`config.mk`:
```
export PLATFORM = sky130hd
export DESIGN_NAME = mult_div_unit
export DESIGN_NICKNAME = d
export VERILOG_FILES = /design/src/rtl/mult_div_unit.sv
export SDC_FILE = /design/constraint.sdc
export NUM_CORES = 1
export LEC_CHECK = 0
export ABC_AREA = 1
export CORE_UTILIZATION = 55
export DETAILED_ROUTE_END_ITERATION = 8
export PLACE_DENSITY = 0.74
export SLEW_MARGIN = 20
export SYNTH_ARGS = -nofsm -noshare
export SYNTH_HDL_FRONTEND = slang
export SYNTH_SLANG_ARGS = --single-unit
```
`constraint.sdc`:
```
create_clock -name clk -period 7.6 [get_ports clk]
set_input_delay 1.52 -clock clk [delete_from_list [all_inputs] [get_ports clk]]
set_output_delay 1.52 -clock clk [all_outputs]
set_load 0.005 [all_outputs]
```
`src/rtl/mult_div_unit.sv`:
```
// ---------------------------------------------------------------------------
// mult_div_unit
//   Iterative 32-bit multiply/divide unit for MULT, MULTU, DIV and DIVU.
//   Feeds the HI and LO registers: hi_data/lo_data are their WriteData and
//   hi_write/lo_write are their 2-bit RegWrite strobes.
//   Radix-2 sequential datapath: shift-add multiply and restoring divide,
//   one bit per clock, followed by a single sign-correction cycle.
//
// Ports
//   clk       in   1      rising-edge clock
//   reset     in   1      asynchronous, active-high; clears all state
//   start     in   1      request; sampled only when busy=0
//   op        in   2      00 MULT, 01 MULTU, 10 DIV, 11 DIVU
//   rs_data   in   WIDTH  multiplicand / dividend
//   rt_data   in   WIDTH  multiplier / divisor
//   flush     in   1      abort the in-flight operation
//   busy      out  1      high in CALC and FIX
//   done      out  1      one-cycle pulse, results valid on hi_data/lo_data
//   hi_data   out  WIDTH  product high word / remainder
//   lo_data   out  WIDTH  product low word / quotient
//   hi_write  out  2      2'b11 during the done cycle, else 2'b00
//   lo_write  out  2      2'b11 during the done cycle, else 2'b00
// ---------------------------------------------------------------------------
module mult_div_unit #(
  parameter int WIDTH = 32
) (
  input  logic             clk,
  input  logic             reset,
  input  logic             start,
  input  logic [1:0]       op,
  input  logic [WIDTH-1:0] rs_data,
  input  logic [WIDTH-1:0] rt_data,
  input  logic             flush,
  output logic             busy,
  output logic             done,
  output logic [WIDTH-1:0] hi_data,
  output logic [WIDTH-1:0] lo_data,
  output logic [1:0]       hi_write,
  output logic [1:0]       lo_write
);

  localparam int CW = $clog2(WIDTH);

  typedef enum logic [1:0] {
    IDLE = 2'd0,
    CALC = 2'd1,
    FIX  = 2'd2,
    DONE = 2'd3
  } state_t;

  state_t state, next_state;

  logic [CW-1:0]      count;
  logic [WIDTH-1:0]   operand_b;
  logic [2*WIDTH-1:0] acc;
  logic               is_div;
  logic               neg_q;
  logic               neg_r;
  logic               div_zero;
  logic [WIDTH-1:0]   rs_orig;

  logic               accept;
  logic               op_signed;
  logic               rs_neg;
  logic               rt_neg;
  logic [WIDTH-1:0]   rs_abs;
  logic [WIDTH-1:0]   rt_abs;

  logic [WIDTH:0]     mul_sum;
  logic [2*WIDTH-1:0] mul_next;
  logic [WIDTH:0]     div_shift;
  logic [WIDTH+1:0]   div_diff;
  logic               div_ge;
  logic [WIDTH-1:0]   div_rem;
  logic [2*WIDTH-1:0] div_next;

  logic [2*WIDTH-1:0] fix_prod;
  logic [WIDTH-1:0]   fix_quot;
  logic [WIDTH-1:0]   fix_rem;
  logic [WIDTH-1:0]   fix_hi;
  logic [WIDTH-1:0]   fix_lo;

  // A new operation is taken only from IDLE/DONE, and a same-cycle flush
  // vetoes it. Signed ops iterate on magnitudes; the signs are kept aside.
  always_comb begin
    accept    = ((state == IDLE) || (state == DONE)) && start && !flush;
    op_signed = ~op[0];
    rs_neg    = op_signed & rs_data[WIDTH-1];
    rt_neg    = op_signed & rt_data[WIDTH-1];
    rs_abs    = rs_neg ? -rs_data : rs_data;
    rt_abs    = rt_neg ? -rt_data : rt_data;
  end

  // One iteration of each algorithm. The multiply keeps the partial product
  // in the upper half and the unconsumed multiplier bits in the lower half,
  // shifting right. The divide keeps the partial remainder in the upper
  // half and shifts dividend bits out of the top of the lower half while
  // quotient bits enter at the bottom.
  always_comb begin
    mul_sum   = {1'b0, acc[2*WIDTH-1:WIDTH]} + (acc[0] ? {1'b0, operand_b} : '0);
    mul_next  = {mul_sum, acc[WIDTH-1:1]};
    div_shift = {acc[2*WIDTH-1:WIDTH], acc[WIDTH-1]};
    div_diff  = {1'b0, div_shift} - {2'b00, operand_b};
    div_ge    = ~div_diff[WIDTH+1];
    div_rem   = div_ge ? div_diff[WIDTH-1:0] : div_shift[WIDTH-1:0];
    div_next  = {div_rem, acc[WIDTH-2:0], div_ge};
  end

  // Sign correction. Division by zero bypasses the datapath result and
  // reports an all-ones quotient with the untouched dividend as remainder.
  always_comb begin
    fix_prod = neg_q ? -acc : acc;
    fix_quot = neg_q ? -acc[WIDTH-1:0] : acc[WIDTH-1:0];
    fix_rem  = neg_r ? -acc[2*WIDTH-1:WIDTH] : acc[2*WIDTH-1:WIDTH];
    fix_hi   = fix_prod[2*WIDTH-1:WIDTH];
    fix_lo   = fix_prod[WIDTH-1:0];
    if (is_div) begin
      if (div_zero) begin
        fix_hi = rs_orig;
        fix_lo = '1;
      end else begin
        fix_hi = fix_rem;
        fix_lo = fix_quot;
      end
    end
  end

  // State register.
  always_ff @(posedge clk or posedge reset) begin
    if (reset) begin
      state <= IDLE;
    end else begin
      state <= next_state;
    end
  end

  // Next-state logic: CALC runs WIDTH iterations, FIX takes one cycle,
  // DONE lasts one cycle unless a new request chains straight into CALC.
  always_comb begin
    next_state = state;
    case (state)
      IDLE, DONE: next_state = accept ? CALC : IDLE;
      CALC: begin
        if (flush) begin
          next_state = IDLE;
        end else if (count == CW'(WIDTH - 1)) begin
          next_state = FIX;
        end
      end
      FIX:     next_state = flush ? IDLE : DONE;
      default: next_state = IDLE;
    endcase
  end

  // Datapath: operand capture, iteration and result registers. A flushed
  // FIX leaves hi_data/lo_data holding the previous result.
  always_ff @(posedge clk or posedge reset) begin
    if (reset) begin
      count     <= '0;
      operand_b <= '0;
      acc       <= '0;
      is_div    <= 1'b0;
      neg_q     <= 1'b0;
      neg_r     <= 1'b0;
      div_zero  <= 1'b0;
      rs_orig   <= '0;
      hi_data   <= '0;
      lo_data   <= '0;
    end else begin
      case (state)
        IDLE, DONE: begin
          if (accept) begin
            count    <= '0;
            is_div   <= op[1];
            neg_q    <= rs_neg ^ rt_neg;
            neg_r    <= rs_neg;
            div_zero <= (rt_data == '0);
            rs_orig  <= rs_data;
            if (op[1]) begin
              operand_b <= rt_abs;
              acc       <= {{WIDTH{1'b0}}, rs_abs};
            end else begin
              operand_b <= rs_abs;
              acc       <= {{WIDTH{1'b0}}, rt_abs};
            end
          end
        end
        CALC: begin
          count <= count + CW'(1);
          acc   <= is_div ? div_next : mul_next;
        end
        FIX: begin
          if (!flush) begin
            hi_data <= fix_hi;
            lo_data <= fix_lo;
          end
        end
        default: ;
      endcase
    end
  end

  // Status and write strobes decode directly from the state, so an async
  // reset drops them immediately.
  always_comb begin
    busy     = (state == CALC) || (state == FIX);
    done     = (state == DONE);
    hi_write = {2{done}};
    lo_write = {2{done}};
  end

endmodule
```
==> metrics.txt <==
Hold Path Class register to register; Final ANT Viol Nets 0; post-synthesis cell area 19700 um^2; period utilization 0.605; # clock sinks 203; Slew headroom 0.306; initial antenna violation count 3; flop and latch count out of synthesis 203; sequential area share after synthesis 0.258; Yosys warnings 0; leakage 11.6 nW; gpl congestion 1.07; sw frac 0.552; Root Driver clkbuf_16; global route overflow 0; Core ar. 34900 um^2; critical setup path kind input pin to register; Max IR drop VDD 0.288 mV; die height 191 um; worst-path maximum fanout 79; clock power share 0.128; routed vias/inst 6.04; # nets final 3539; final WL 81.0 mm; drt drc 0; Clock Skews 0.0131 ns; Hold Buf Count CTS 0; die width 191 um; post-DP HPWL 63.3 mm; postcts setup bufs 0; most frequent cells in the layout nand2_1 (1043), inv_1 (436), nor2_1 (399), nand3_1 (312), dfrtp_1 (201); Sequential Power Share 0.238; Startpoint Class input pin; Initial Util 0.565; P&R area growth vs syn 12.4%; WL per Instance 21.0 um; pin count of the biggest net entering global routing 130; ys async rst share 1.00; Comb pwr share 0.634; Post-Syn Instances 3332; FMAX 0.218 GHz; share of layout cells above drive strength 1 0.0405; Max Cap Violations 0; vias in the first global route 21400; Cell variety after synth 48; RSZ-0062 raised after global routing false; CTS tree done; first-pass GRT wire length 124 mm; final setup fails 0; Tot GR Track Use 0.443; syn_nets 3477; cell-internal power 4.24 mW; Worst Tran Pin Value 1.04 ns; I/O pins 140; Power Density 427 nW/um^2; Detailed Route Iter0 Violations 3224; clk_lat worst skew 0.56 ns; status complete, no violations; clock slew seen by the registers of the worst setup and hold paths 0.06 ns; commonest non-fill, non-tap cell in the layout nand2_1; EDFF count, synth 0; CTS max path bufs 3; H-tree lvl count 1; Fin. Hold Viols 0; TritonCTS buffer count 24; Die ar. 36600 um^2; Final min period 4.60 ns; Main synth FF type dfrtp_1; port bufs 139; Critical Path RT 8.08 ns; via count 23300; Worst EP arrival 5.08 ns; Sw Pwr 5.22 mW; Sum Neg Setup Slack 0 ns; 1st-pass router iterations 8; post-cts gate resize count 0; Hold Slack 0.473 ns; Syn Area/Cell 5.92 um^2; row cnt 68; crit end category register; Pins Over Slew Limit 0
==> metal layers <==
metal | up-vias | GRT usage | routed length [um]
li1 | 10800 | - | -
met2 | 1582 | 0.662 | 34000
met1 | 10700 | 0.583 | 31100
met3 | 321 | 0.0984 | 10100
met5 | - | 0 | 13
met4 | 2 | 0.267 | 5860
==> area by class of cell <==
| cell class | instances | area (um^2) |
|---|---|---|
| Antenna cell | 2 | 5.00 |
| Clock buffer | 29 | 639 |
| Clock inverter | 13 | 174 |
| Fill cell | 3396 | 12700 |
| Inverter | 463 | 1750 |
| Multi-Input combinational cell | 2544 | 12400 |
| Sequential cell | 203 | 5080 |
| Tap cell | 455 | 569 |
| Timing Repair Buffer | 158 | 1530 |
==> registers in the layout, summed over array words and instances, names as in the netlist, 2 cells and up <==
register / count
acc: 64
count: 5
hi_data: 32
lo_data: 32
operand_b: 32
rs_orig: 32
state: 2
==> stage by stage <==
stage	instance area [um^2]	worst slack [ns]	util	power (mW)	std cells
2_1_floorplan	19700	0.541	-	5.96	3332
3_3_place_gp	21300	2.73	0.612	7.86	3823
3_5_place_dp	21300	2.59	0.612	7.97	3823
4_1_cts	22100	3.15	0.635	9.20	3865
5_1_grt	22100	2.82	0.635	10.1	3865
6_report	22200	3.00	0.635	9.46	3867
==> cell usage after synthesis (all sizes together) (34+ instances only) <==
cell | instances | area, um^2
inv | 459 | 1720
nand4 | 41 | 257
dfrtp | 203 | 5080
o21ai | 197 | 1000
nor3 | 34 | 190
o211ai | 39 | 323
nand2 | 1052 | 4000
nor2 | 422 | 1690
buf | 53 | 254
nand3 | 315 | 1590
a21oi | 190 | 962
xor2 | 80 | 701
clkbuf | 69 | 259
ha | 73 | 913
==> cell families (layout without fill, tap and decap cells) <==
family / count (synthesis) / count (layout) / synth area share
and+or+nand+nor: 1889 / 1889 / 0.400
buffers and inverters: 585 / 663 / 0.114
AOI/OAI and AO/OA: 490 / 490 / 0.139
DFF: 203 / 203 / 0.258
xor gates and xnor gates: 90 / 90 / 0.0400
adders and majority gates: 75 / 75 / 0.0484
other: 0 / 2 / 0
==> critical path, cell delays in order <==
cell and delay (ns):
clkdlybuf4s50_1 0.51, inv_2 0.06, nand3_2 0.05, buf_4 0.56, inv_2 0.45, a21oi_4 0.45
buf_4 0.45, inv_2 0.46, nand4_1 0.26, o22ai_1 0.09, a21oi_1 0.13
==> power by group through the flow <==
stage | Clock [mW] | Combinational, mW | Sequential, mW
after floorplan | 0 | 4.08 | 1.89
after global placement | 0 | 5.68 | 2.18
after detailed placement | 0 | 5.77 | 2.20
after CTS | 1.20 | 5.81 | 2.18
after global routing | 1.24 | 6.57 | 2.26
final | 1.21 | 6.00 | 2.25
==> worst paths after layout <==
| check | startpoint | to | slack [ns] | depth (start not counted) |
|---|---|---|---|---|
| max | flush | count[3] | 3.00 | 11 |
| min | hi_data[13] | hi_data[13] | 0.47 | 2 |
| max reg2reg | state[0] | count[3] | 3.69 | 11 |
| min reg2reg | hi_data[13] | hi_data[13] | 0.47 | 2 |
| max in group asynchronous | reset | acc[14] | 4.42 | 3 |
| min in group asynchronous | reset | hi_data[17] | 1.51 | 2 |
(Power assumes the default switching activity.)
